[src/rtl/adder_sequencer_pkg.sv]
// Shared definitions for the sequencer blocks.
//   seq_state_t   : FSM state encoding (IDLE/ADD/DONE)
//   DEFAULT_WIDTH : default operand width in bits
package adder_sequencer_pkg;

    localparam int DEFAULT_WIDTH = 8;

    typedef enum logic [1:0] {
        ST_IDLE = 2'b00,
        ST_ADD  = 2'b01,
        ST_DONE = 2'b10
    } seq_state_t;

endpackage

[src/rtl/adder_slice.sv]
// Combinational 2-bit ripple adder with carry-in.
//   A, B : 2-bit addends
//   Cin  : carry in
//   S    : 2-bit sum
//   Cout : carry out of bit 1
module adder_slice (
    input  logic [1:0] A,
    input  logic [1:0] B,
    input  logic       Cin,
    output logic [1:0] S,
    output logic       Cout
);

    logic c_mid;

    always_comb begin
        S[0]  = A[0] ^ B[0] ^ Cin;
        c_mid = (A[0] & B[0]) | (Cin & (A[0] ^ B[0]));
        S[1]  = A[1] ^ B[1] ^ c_mid;
        Cout  = (A[1] & B[1]) | (c_mid & (A[1] ^ B[1]));
    end

endmodule

[src/rtl/adder_sequencer.sv]
// Multi-cycle adder: adds two latched WIDTH-bit operands one 2-bit slice
// per clock, LSB slice first, through a single shared adder_slice.
//
//   state   | meaning
//   --------+-------------------------------------------------
//   IDLE    | waiting for Start; result registers hold
//   ADD     | one slice per cycle, idx = slice being added
//   DONE    | result valid, Done pulses for this one cycle
//
// Ports:
//   Clk       : clock, rising edge
//   Rst       : synchronous active-high reset
//   Start     : request an add of A and B (sampled only in IDLE)
//   A, B      : operands, latched when Start is accepted
//   Busy      : high in ADD and DONE
//   Done      : one-cycle result-valid pulse
//   Sum_reg   : registered sum (modulo 2^WIDTH)
//   Carry_reg : registered carry-out of the MSB slice
module adder_sequencer
    import adder_sequencer_pkg::*;
#(
    parameter int WIDTH = DEFAULT_WIDTH
) (
    input  logic             Clk,
    input  logic             Rst,
    input  logic             Start,
    input  logic [WIDTH-1:0] A,
    input  logic [WIDTH-1:0] B,
    output logic             Busy,
    output logic             Done,
    output logic [WIDTH-1:0] Sum_reg,
    output logic             Carry_reg
);

    localparam int SLICES = WIDTH / 2;
    // keep idx at least one bit wide so WIDTH=2 still elaborates
    localparam int IDX_W  = (SLICES > 1) ? $clog2(SLICES) : 1;
    localparam logic [IDX_W-1:0] LAST_IDX = IDX_W'(SLICES - 1);

    seq_state_t       state_q, state_d;
    logic [IDX_W-1:0] idx_q;
    logic             carry_q;
    logic [WIDTH-1:0] op_a_q, op_b_q;

    logic [1:0]       slice_a, slice_b, slice_s;
    logic             slice_cout;
    logic             last_slice;

    assign last_slice = (idx_q == LAST_IDX);
    assign slice_a    = op_a_q[{idx_q, 1'b0} +: 2];
    assign slice_b    = op_b_q[{idx_q, 1'b0} +: 2];

    adder_slice u_slice (
        .A    (slice_a),
        .B    (slice_b),
        .Cin  (carry_q),
        .S    (slice_s),
        .Cout (slice_cout)
    );

    always_ff @(posedge Clk) begin
        if (Rst) state_q <= ST_IDLE;
        else     state_q <= state_d;
    end

    always_comb begin
        state_d = state_q;
        case (state_q)
            ST_IDLE: if (Start)      state_d = ST_ADD;
            ST_ADD:  if (last_slice) state_d = ST_DONE;
            ST_DONE:                 state_d = ST_IDLE;
            default:                 state_d = ST_IDLE;
        endcase
    end

    // Outputs decode the state register only, so no input reaches them combinationally.
    assign Busy = (state_q == ST_ADD) || (state_q == ST_DONE);
    assign Done = (state_q == ST_DONE);

    always_ff @(posedge Clk) begin
        if (Rst) begin
            op_a_q    <= '0;
            op_b_q    <= '0;
            idx_q     <= '0;
            carry_q   <= 1'b0;
            Sum_reg   <= '0;
            Carry_reg <= 1'b0;
        end else begin
            case (state_q)
                ST_IDLE: begin
                    if (Start) begin
                        op_a_q    <= A;
                        op_b_q    <= B;
                        idx_q     <= '0;
                        carry_q   <= 1'b0;
                        Sum_reg   <= '0;
                        Carry_reg <= 1'b0;
                    end
                end
                ST_ADD: begin
                    Sum_reg[{idx_q, 1'b0} +: 2] <= slice_s;
                    carry_q <= slice_cout;
                    if (last_slice) begin
                        Carry_reg <= slice_cout;
                        idx_q     <= '0;
                    end else begin
                        idx_q <= idx_q + IDX_W'(1);
                    end
                end
                default: ;
            endcase
        end
    end

endmodule

[config.mk]
export PLATFORM = sky130hd
export DESIGN_NAME = adder_sequencer
export DESIGN_NICKNAME = d
export VERILOG_FILES = /design/src/rtl/adder_sequencer_pkg.sv /design/src/rtl/adder_slice.sv /design/src/rtl/adder_sequencer.sv
export SDC_FILE = /design/constraint.sdc
export NUM_CORES = 1
export LEC_CHECK = 0
export CORE_AREA = 5 5 62 64
export DETAILED_ROUTE_END_ITERATION = 10
export DIE_AREA = 0 0 67 69
export GPL_ROUTABILITY_DRIVEN = 1
export PLACE_DENSITY_LB_ADDON = 0.12
export SYNTH_ARGS = -nofsm -noshare
export SYNTH_HDL_FRONTEND = slang
export SYNTH_SLANG_ARGS = --single-unit
[constraint.sdc]
create_clock -name Clk -period 3 [get_ports Clk]
set_clock_uncertainty 0.1 [all_clocks]
set_input_delay 0.6 -clock Clk [delete_from_list [all_inputs] [get_ports Clk]]
set_output_delay 0.6 -clock Clk [all_outputs]
set_load 0.05 [all_outputs]
==> results.md <==
- TritonCTS built the clock tree.
- In this run the worst path has a maximum fanout of 5.
- Data arrives at the worst endpoint at around 2900 ps.
- The post-CTS setup-driven buffer insertion count is 0.
- The register clock-pin slew on the reported worst setup and hold paths is 110 ps.
- The final hold violation count is 0.
- Averaged over all synthesized cells, the footprint is 8.98 sq um.
- 0 antenna diodes ended up in the layout.
- Synthesis inferred 30 register bits.
- Sequential cells burn a little over two fifths of the power.
- Once the floorplan was initialized, standard cells occupied 49.5% of the core.
- The detailed router finished its first iteration with 25 violations.
- The reported net switching power is ~0.00025 W.
- The fraction of power spent switching nets is approximately a quarter.
- Routability-driven placement finished with a final weighted congestion of 0.774.
- Summing the areas of all and, or, nand and nor instances in the mapped netlist gives 26.2% of the synthesized area.
- The dominant combinational cell family by area after synthesis is simple AND/OR/NAND/NOR gates.
- The number of antenna violations at the first check in global routing came to 0.
- IR analysis of the VDD net gives a maximum drop of approximately 0.33 mV.
- The core region is 3230 sq um.
- The number of instances resized during post-cts repair is 0.
- Of the available clock period, the critical path in the final layout requires 89.2%.
- For the worst-skew pair, the clock arrives at the later sink with an insertion delay of 340 ps.
- After detailed routing, the total wire length is 3.20 mm.
- The xor and xnor fraction of the mapped netlist area is 0%.
- The critical path is of the reg2reg type.
- The count of pins over their slew limit was 0.
- The die extent in y is 69 um.
- The count of H-tree levels built during CTS is 2.
- In the global route stage, overall resource usage came out at 15.5%.
- The number of setup violations in the final report is 0.
- The clock network is responsible for 42.4% of the overall power.
- The synthesized netlist occupies a cell area of about 1600 sq um.
- Setup repair after global routing left no endpoint under its margin.
- The worst setup path is launched from a flop.
- The share of the synthesized area in the top cell type is 37.6%.
- After Yosys synthesis, full adders, half adders and majority gates account for 7.98% of the synthesized area.
- The average wire per cell in the routed design is about 13 um.
- For this run, the leading register cell type out of synthesis is sky130_fd_sc_hd__dfxtp_1.
- The I/O pin count is 30.
- The first global-routing pass estimated 5.60 mm of wire.
- The routed wire length on met2 is 1.63 mm.
- In the post-synthesis netlist, the biggest area contributors are sky130_fd_sc_hd__dfxtp_1, sky130_fd_sc_hd__nand2_1, sky130_fd_sc_hd__a21oi_1.
- The HPWL after detailed placement is roughly 2.3 mm.
- Summing over every cut layer, the via total after detailed routing is 1318.
- The via count normalized by instance count is around 5.2.
- The area growth from synthesis to layout is 24.6%.
- From left edge to right edge, the die measures 67 um.
- The number of buffers added on ports is 29.
- The first TritonRoute pass finished after 4 iterations.
- The max capacitance violation total is 0.
- The cts-stage hold buffer count is 0.
- The final layout net count is 234.
- The residual DRC count is 0.
- Entering global routing, the biggest net connects 25 pins.
- The count of standard-cell rows is 21.
- The sum of negative setup slack is 0 ps.
- The count of synthesis-stage warnings from yosys is 0.
- Sorting the synthesized cells by how often they occur yields sky130_fd_sc_hd__nand2_1, sky130_fd_sc_hd__dfxtp_1, sky130_fd_sc_hd__a21oi_1.
- The multiplexer share of the synthesized area is 7.43%.
- The number of nets in the synthesized netlist is around 210.
- The clock buffer count from CTS is 5.
- Combinational cells account for 15.7% of the total power.
- The remaining global-route overflow is 0.
- Routed signal wires occupy layers up through met4.
- Summing the areas of all compound-gate instances in the mapped netlist gives a little over an eighth of the synthesized area.
- The post-route minimum period is 2680 ps.
- The synthesized design spends more area on one cell type than any other, namely sky130_fd_sc_hd__dfxtp_1.
- Final hold analysis gives a worst-case slack of about 360 ps.
- Of the cells placed in the final design, the portion with a size suffix greater than 1 is 10.6%.
- The cell-internal power is between 0.0007 and 0.0008 W.
- The worst setup path is captured at a flop.
- Synthesis produced 178 cells.
- Sequential cells were found to cover 37.6% of the synthesized design area.
- In the final routing, the length of wire on met1 measures approximately 1.4 mm.
- For the pin with the worst max-slew slack, the measured transition is 593 ps.
- The number of clock sinks is 30.
- The proportion of synthesized flip-flops having asynchronous set or reset is 0%.
- Measured against its own limit, the worst slew margin works out to 60.5%.
- The count of flip-flops with a built-in enable after synthesis is 0.
- In this run the power density over the cells is 511 nW/um^2.
- Among all cell types in the netlist, the one instantiated most often is sky130_fd_sc_hd__nand2_1.
- Synthesis instantiated 38 different standard cells from the library.
- The class of the tightest hold or removal check is reg2reg.
- Wire segments on met3 add up to 158 um in the final route.
- The clock root buffer is sky130_fd_sc_hd__clkbuf_4.
- The run finished with clean final reports.
- The number of buffers on the longest clock path is 2.
- The die covers 4620 sq um.
- The detail route stage leaves a number of antenna-violating nets equal to 0.
- The via count of the first global-routing pass is 1302.
- The data required time at the worst endpoint is approximately 3200 ps.
- The leakage power figure is 0.760 nW.
- Static timing analysis puts the maximum clock frequency at 374 MHz.
-- kinds of logic (layout without fill, tap and decap cells) --
| kind of cell | Yosys count | in the layout |
|---|---|---|
| buf+inv | 19 | 48 |
| simple gates | 78 | 78 |
| flops | 30 | 30 |
| fa+ha+maj | 9 | 9 |
| mux | 6 | 6 |
| compound gates | 36 | 36 |
-- critical path, stage by stage, from the launching register on --
cell and delay (ps):
sky130_fd_sc_hd__dfxtp_1 470, sky130_fd_sc_hd__mux4_2 550, sky130_fd_sc_hd__fa_1 410, sky130_fd_sc_hd__inv_1 80
sky130_fd_sc_hd__fa_1 450, sky130_fd_sc_hd__and4bb_2 310, sky130_fd_sc_hd__nand4b_1 100, sky130_fd_sc_hd__a21oi_1 140
-- cells in the final DEF, fill, tap and decap left out, drive strengths merged --
cell type / count
o21ai: 9
nand3b: 1
ha: 7
inv: 8
nor3b: 1
and4bb: 2
nor4bb: 1
buf: 3
nand4b: 3
a31oi: 1
a32oi: 3
nand4: 6
and2: 1
clkdlybuf4s50: 29
bufinv: 2
and2b: 3
nor2b: 7
nand2b: 5
mux2i: 1
a21oi: 22
mux4: 4
nor2: 6
fa: 2
dfxtp: 30
clkbuf: 6
nand2: 37
and4b: 2
mux2: 1
nor3: 2
and3b: 1
a21o: 1
-- through the flow --
| stage | std cells | setup WS [ps] | utilization, % | instance area [sq um] | total power, W |
|---|---|---|---|---|---|
| after detailed placement | 245 | 354 | 58.2 | 1880 | 0.000597 |
| after global placement | 245 | 428 | 58.2 | 1880 | 0.000593 |
| after global routing | 253 | 216 | 61.7 | 1990 | 0.00107 |
| after CTS | 253 | 328 | 61.7 | 1990 | 0.00103 |
| final | 253 | 323 | 61.7 | 1990 | 0.00102 |
| after floorplan | 178 | 418 | - | 1600 | 0.000555 |
-- worst paths after layout --
kind,start,to,slack (ps),cells past startpoint
max,idx_q[0]$_SDFFE_PP0P_,Sum_reg[5]$_SDFFE_PP0P_,320,7
min,op_a_q[0]$_SDFFE_PP0P_,op_a_q[0]$_SDFFE_PP0P_,360,2
max reg2reg,idx_q[0]$_SDFFE_PP0P_,Sum_reg[5]$_SDFFE_PP0P_,320,7
min reg2reg,op_a_q[0]$_SDFFE_PP0P_,op_a_q[0]$_SDFFE_PP0P_,360,2
-- area by class of cell --
cell class | count | area [sq um]
Tap cell | 46 | 57.6
Multi-Input combinational cell | 129 | 881
Clock buffer | 6 | 51.3
Sequential cell | 30 | 601
Clock inverter | 2 | 60.1
Fill cell | 281 | 1240
Timing Repair Buffer | 32 | 313
Inverter | 8 | 30.0
-- power by group through the flow --
stage	sequential (W)	combinational (W)	clock [W]
floorplan	0.000435	0.000121	0
global route	0.000430	0.000177	0.000459
CTS	0.000428	0.000160	0.000443
detailed placement	0.000437	0.000160	0
finish	0.000428	0.000160	0.000432
global placement	0.000436	0.000157	0
-- routing by layer --
| metal | track usage, % | vias to the layer above |
|---|---|---|
| met2 | 26.2 | 34 |
| met4 | 6.08 | 0 |
| li1 | - | 668 |
| met3 | 5.19 | 7 |
| met1 | 17.4 | 609 |
| met5 | 0 | - |
No activity file was read; power rests on OpenSTA's default activity.
==> variant 1: new RTL, same settings <==
Set the package constant `DEFAULT_WIDTH` to 4 (it was 8).
--- a/src/rtl/adder_sequencer_pkg.sv
+++ b/src/rtl/adder_sequencer_pkg.sv
@@ -5,3 +5,3 @@
 
-    localparam int DEFAULT_WIDTH = 8;
+    localparam int DEFAULT_WIDTH = 4;
 
Ports: changed (resized A, B and Sum_reg); port bits go from 30 to 18. No check against the original RTL was run, so the function may have changed too.
==> variant 1 against the original RTL <==
- power decreased by 42%
- core utilization down 28 points
- synthesized area down 46%
- wire length shrank 40%
- setup slack improved by 170 ps
- sequential cell count decreased by 13
- design area shrank 45%
- first-iteration DRC count rose by 16%
==> variant 1: results (changes against the original RTL) <==
Status
  – Status: finished clean (unchanged)

Logic synthesis
  – Synth top cells by count: 17 x dfxtp_1, 11 x a21oi_1, 11 x nand2_1 (was 37 x nand2_1, 30 x dfxtp_1, 19 x a21oi_1)
  – Syn_nets: 109 (was 206)
  – Mux cell area share after synthesis: 6.54% (was 7.43%)
  – YS warnings: 0 (unchanged)
  – Distinct cell type count after synthesis: 30 (was 38)
  – Top post-synthesis cells by area: dfxtp_1 40%, a21oi_1 6.4%, ha_1 5.8%, nand3_1 5.2%, nand2_1 4.8% (was dfxtp_1 38%, nand2_1 8.7%, a21oi_1 5.9%, ha_1 5.5%, mux4_1 3.3%)
  – Asr flop ratio synth: 0% (unchanged)
  – Sequential area share after synthesis: 39.5% (was 37.6%)
  – Synth Area in Compound Gates: 18.2% (was 13.5%)
  – Post-synthesis xor/xnor area fraction: 0% (unchanged)
  – Adder-cell area share of the yosys netlist: 10.5% (was 7.98%)

Routing
  – Vias per inst: 4.54 (was 5.21)
  – Met2 wire len: 884 um (was 1630 um)
  – Total routed wirelength: 1920 um (was 3200 um)
  – M1 wire length: 897 um (was 1350 um)
  – Pre-Repair DR Iteration Count: 4 (unchanged)
  – Top layer in use: met4 (unchanged)
  – Met3 routed WL: 121 um (was 158 um)
  – DRT iter0 DRCs: 29 (was 25)

CTS
  – CTS Root Cell: clkbuf_4 (unchanged)
  – H-tree Lvls: 1 (was 2)
  – Postcts setup bufs: 0 (unchanged)
  – Clk_lat worst skew: 290 ps (was 340 ps)
  – Num CTS Buffers: 3 (was 5)
  – CTS Buffer Depth: 2 (unchanged)
  – Cts repair resizes: 0 (unchanged)

Critical path
  – CP max FO: 3 (was 5)
  – Worst Path Arrival: 1810 ps (was 2860 ps)

Power
  – Worst vdd ir: 0.163 mV (was 0.333 mV)
  – Leakage: 0.389 nW (was 0.760 nW)
  – Net Sw Power: 0.212 mW (was 0.248 mW)

STA
  – Worst-Margin Slew: 504 ps (was 593 ps)
  – Count of final setup violators: 0 (unchanged)

Place
  – GPL Wtd Cong: 0.799 (was 0.774)
  – Post-DP HPWL: 1430 um (was 2340 um)
  – IO buf count: 17 (was 29)

Final layout
  – Final #Nets: 128 (was 234)
  – Fraction of layout cells with a size suffix above 1: 10.0% (was 10.6%)
  – Fill cells: 363 (was 281)

Global routing
  – Pin count of the biggest net entering global routing: 14 (was 25)
  – First-pass GRT wire length: 3340 um (was 5600 um)
  – Gr usage total: 9.25% (was 15.5%)
  – Vias in the first global route: 730 (was 1302)
  – Initial antenna violation count: 0 (unchanged)
[variant 1: cell count changes after synthesis, moves of 3 or more]
cell | unedited run | this run
a21oi_2 | 3 | 0
a21oi_1 | 19 | 11
nor2_1 | 6 | 3
ha_1 | 7 | 4
dfxtp_1 | 30 | 17
inv_1 | 8 | 5
nand2_1 | 37 | 11
o21ai_0 | 6 | 0
nand4_1 | 6 | 0
nand3_1 | 0 | 9
nor2b_1 | 7 | 1
nand2b_1 | 5 | 2
[variant 1: final timing paths]
path                            from                       to  slack, ps  depth (start not counted)
max          state_q[1]$_SDFFE_PP0P_                     Busy        490                          3
min           op_a_q[2]$_SDFFE_PP0P_   op_a_q[2]$_SDFFE_PP0P_        370                          2
max reg2reg       idx_q$_SDFFE_PP0P_  Sum_reg[1]$_SDFFE_PP0P_        590                          7
min reg2reg   op_a_q[2]$_SDFFE_PP0P_   op_a_q[2]$_SDFFE_PP0P_        370                          2
[variant 1: per-stage QoR]
| step | cells | area [um2] | utilization, % | power (mW) | worst slack (ps) |
|---|---|---|---|---|---|
| global placement | 152 | 1070 | 33.1 | 0.471 | 697 |
| detailed placement | 152 | 1070 | 33.1 | 0.473 | 615 |
| floorplan | 92 | 861 | - | 0.426 | 808 |
| finish | 156 | 1100 | 34.0 | 0.590 | 488 |
| CTS | 156 | 1100 | 34.0 | 0.602 | 465 |
| global route | 156 | 1100 | 34.0 | 0.636 | 393 |
[variant 1: power by group through the flow]
| stage | Combinational (mW) | Sequential [mW] | Clock, mW |
|---|---|---|---|
| after floorplan | 0.161 | 0.265 | 0 |
| after global placement | 0.204 | 0.267 | 0 |
| after detailed placement | 0.206 | 0.267 | 0 |
| after CTS | 0.208 | 0.262 | 0.132 |
| after global routing | 0.226 | 0.265 | 0.144 |
| final | 0.204 | 0.262 | 0.124 |
[variant 1: cell type report]
type	instances	area share (%)
well taps	46	5.24
clock buffers	3	2.05
flip-flops and latches	17	31.0
repair buffers	19	16.9
multi-input cells	65	42.7
clock inverters	1	0.456
inverters	5	1.71
[variant 1: kinds of logic after synthesis]
group	count (synthesis)
fa+ha+maj	6
flops	17
mux	5
simple gates	33
compound gates	21
buf+inv	10
[variant 1: critical path, stage by stage, from the launching register on]
cell	delay, ps
dfxtp_1	380
inv_1	90
ha_1	270
clkdlybuf4s50_1	790
[variant 1: layer usage]
layer  track usage (%)  up-vias
met3              2.92        2
met5                 0        -
li1                  -      355
met4              3.38        0
met1              12.5      335
met2              13.6       16
==> variant 2: new RTL, config.mk and constraints unchanged <==
Made on the original files. Re-encode `seq_state_t` (3 states) as one-hot, 3 bits wide.
--- a/src/rtl/adder_sequencer_pkg.sv
+++ b/src/rtl/adder_sequencer_pkg.sv
@@ -7,6 +7,6 @@
 
-    typedef enum logic [1:0] {
-        ST_IDLE = 2'b00,
-        ST_ADD  = 2'b01,
-        ST_DONE = 2'b10
+    typedef enum logic [2:0] {
+        ST_IDLE = 3'b001,
+        ST_ADD  = 3'b010,
+        ST_DONE = 3'b100
     } seq_state_t;
Formal check against the unedited RTL: no difference found for any inputs over 10 cycles, from zero or initial values and one cycle with Rst high; not proved beyond that.
==> variant 2 against the original RTL <==
- design area down 6.8%
- worst hold slack worse by 0.99 ps
- setup slack worse by 130 ps
- synthesized area down 10%
- sequential cell count up 1
- count of clock-buffer cells in the layout unchanged
- cell count down 7.5%
- power down 13%
- wire length down 2.6%
==> variant 2: results (changes against the original RTL) <==
Routing
  – Vias per inst: 5.23 (was 5.21)
  – Vias: 1224 (was 1318)
  – Wire length per cell: 13.3 um (was 12.6 um)
  – Met2 wire len: 1530 um (was 1630 um)
  – Met3 routed WL: 193 um (was 158 um)

STA
  – Tmin final: 2810 ps (was 2680 ps)
  – Hold Slack: 357 ps (was 358 ps)

Power
  – Sequential power share: 49.7% (was 42.0%)
  – Worst vdd ir: 0.234 mV (was 0.333 mV)
  – Leakage: 0.650 nW (was 0.760 nW)

Global routing
  – Gr usage total: 14.8% (was 15.5%)
  – Pin count of the biggest net entering global routing: 21 (was 25)

Critical path
  – Worst Path Arrival: 2110 ps (was 2860 ps)
  – Setup slack, reg-to-reg: 390 ps (was 320 ps)
  – Crit path to: Busy (was Sum_reg[5]$_SDFFE_PP0P_)
  – R2R depth: 5 (was 7)
  – RR Endpoint: Sum_reg[7]$_SDFFE_PP0P_ (was Sum_reg[5]$_SDFFE_PP0P_)
  – CP max FO: 9 (was 5)

Logic synthesis
  – Sequential area share after synthesis: 43.1% (was 37.6%)
  – Synth top cells by count: 35 x nand2_1, 31 x dfxtp_1, 19 x a21oi_1 (was 37 x nand2_1, 30 x dfxtp_1, 19 x a21oi_1)
  – Top post-synthesis cells by area: dfxtp_1 43%, nand2_1 9.1%, a21oi_1 6.6%, mux4_2 6.3%, ha_1 3.5% (was dfxtp_1 38%, nand2_1 8.7%, a21oi_1 5.9%, ha_1 5.5%, mux4_1 3.3%)
  – Distinct cell type count after synthesis: 37 (was 38)
  – Syn_nets: 183 (was 206)

Final layout
  – Fill cells: 299 (was 281)
  – Fraction of layout cells with a size suffix above 1: 9.57% (was 10.6%)
  – Final #Nets: 212 (was 234)

Status
  – Status: finished clean (unchanged)

Place
  – GPL Wtd Cong: 0.832 (was 0.774)
  – Post-DP Area: 1770 um2 (was 1880 um2)

Hold path
  – Worst Hold Launch: op_a_q[7]$_SDFFE_PP0P_ (was op_a_q[0]$_SDFFE_PP0P_)
-- variant 2: final cells by class --
type                            count  area, um2  share of cell area [%]
Inverter                            9       33.8                    1.82
Clock inverter                      2       35.0                    1.89
Multi-Input combinational cell    107        738                    39.8
Clock buffer                        6       51.3                    2.76
Sequential cell                    31        621                    33.4
Timing Repair Buffer               33        320                    17.3
Tap cell                           46       57.6                    3.10
-- variant 2: layer usage --
metal / vias to the layer above / track usage (%)
met1: 567 / 17.3
li1: 609 / -
met5: - / 0
met3: 7 / 5.68
met2: 41 / 24.2
met4: 0 / 5.41
-- variant 2: worst max-delay path, stage by stage, from the launching register on --
cell and delay, ps:
dfxtp_1 450, or3b_1 380, or2b_1 160, clkdlybuf4s50_1 790
-- variant 2: kinds of logic (layout without fill, tap and decap cells) --
family	count (synthesis)	in the layout	share of synthesized area (%)
and+or+nand+nor	64	64	23.7
AOI/OAI and AO/OA	32	32	14.4
DFF	31	31	43.1
buffers and inverters	20	50	5.56
adders and majority gates	6	6	6.26
muxes	5	5	6.96
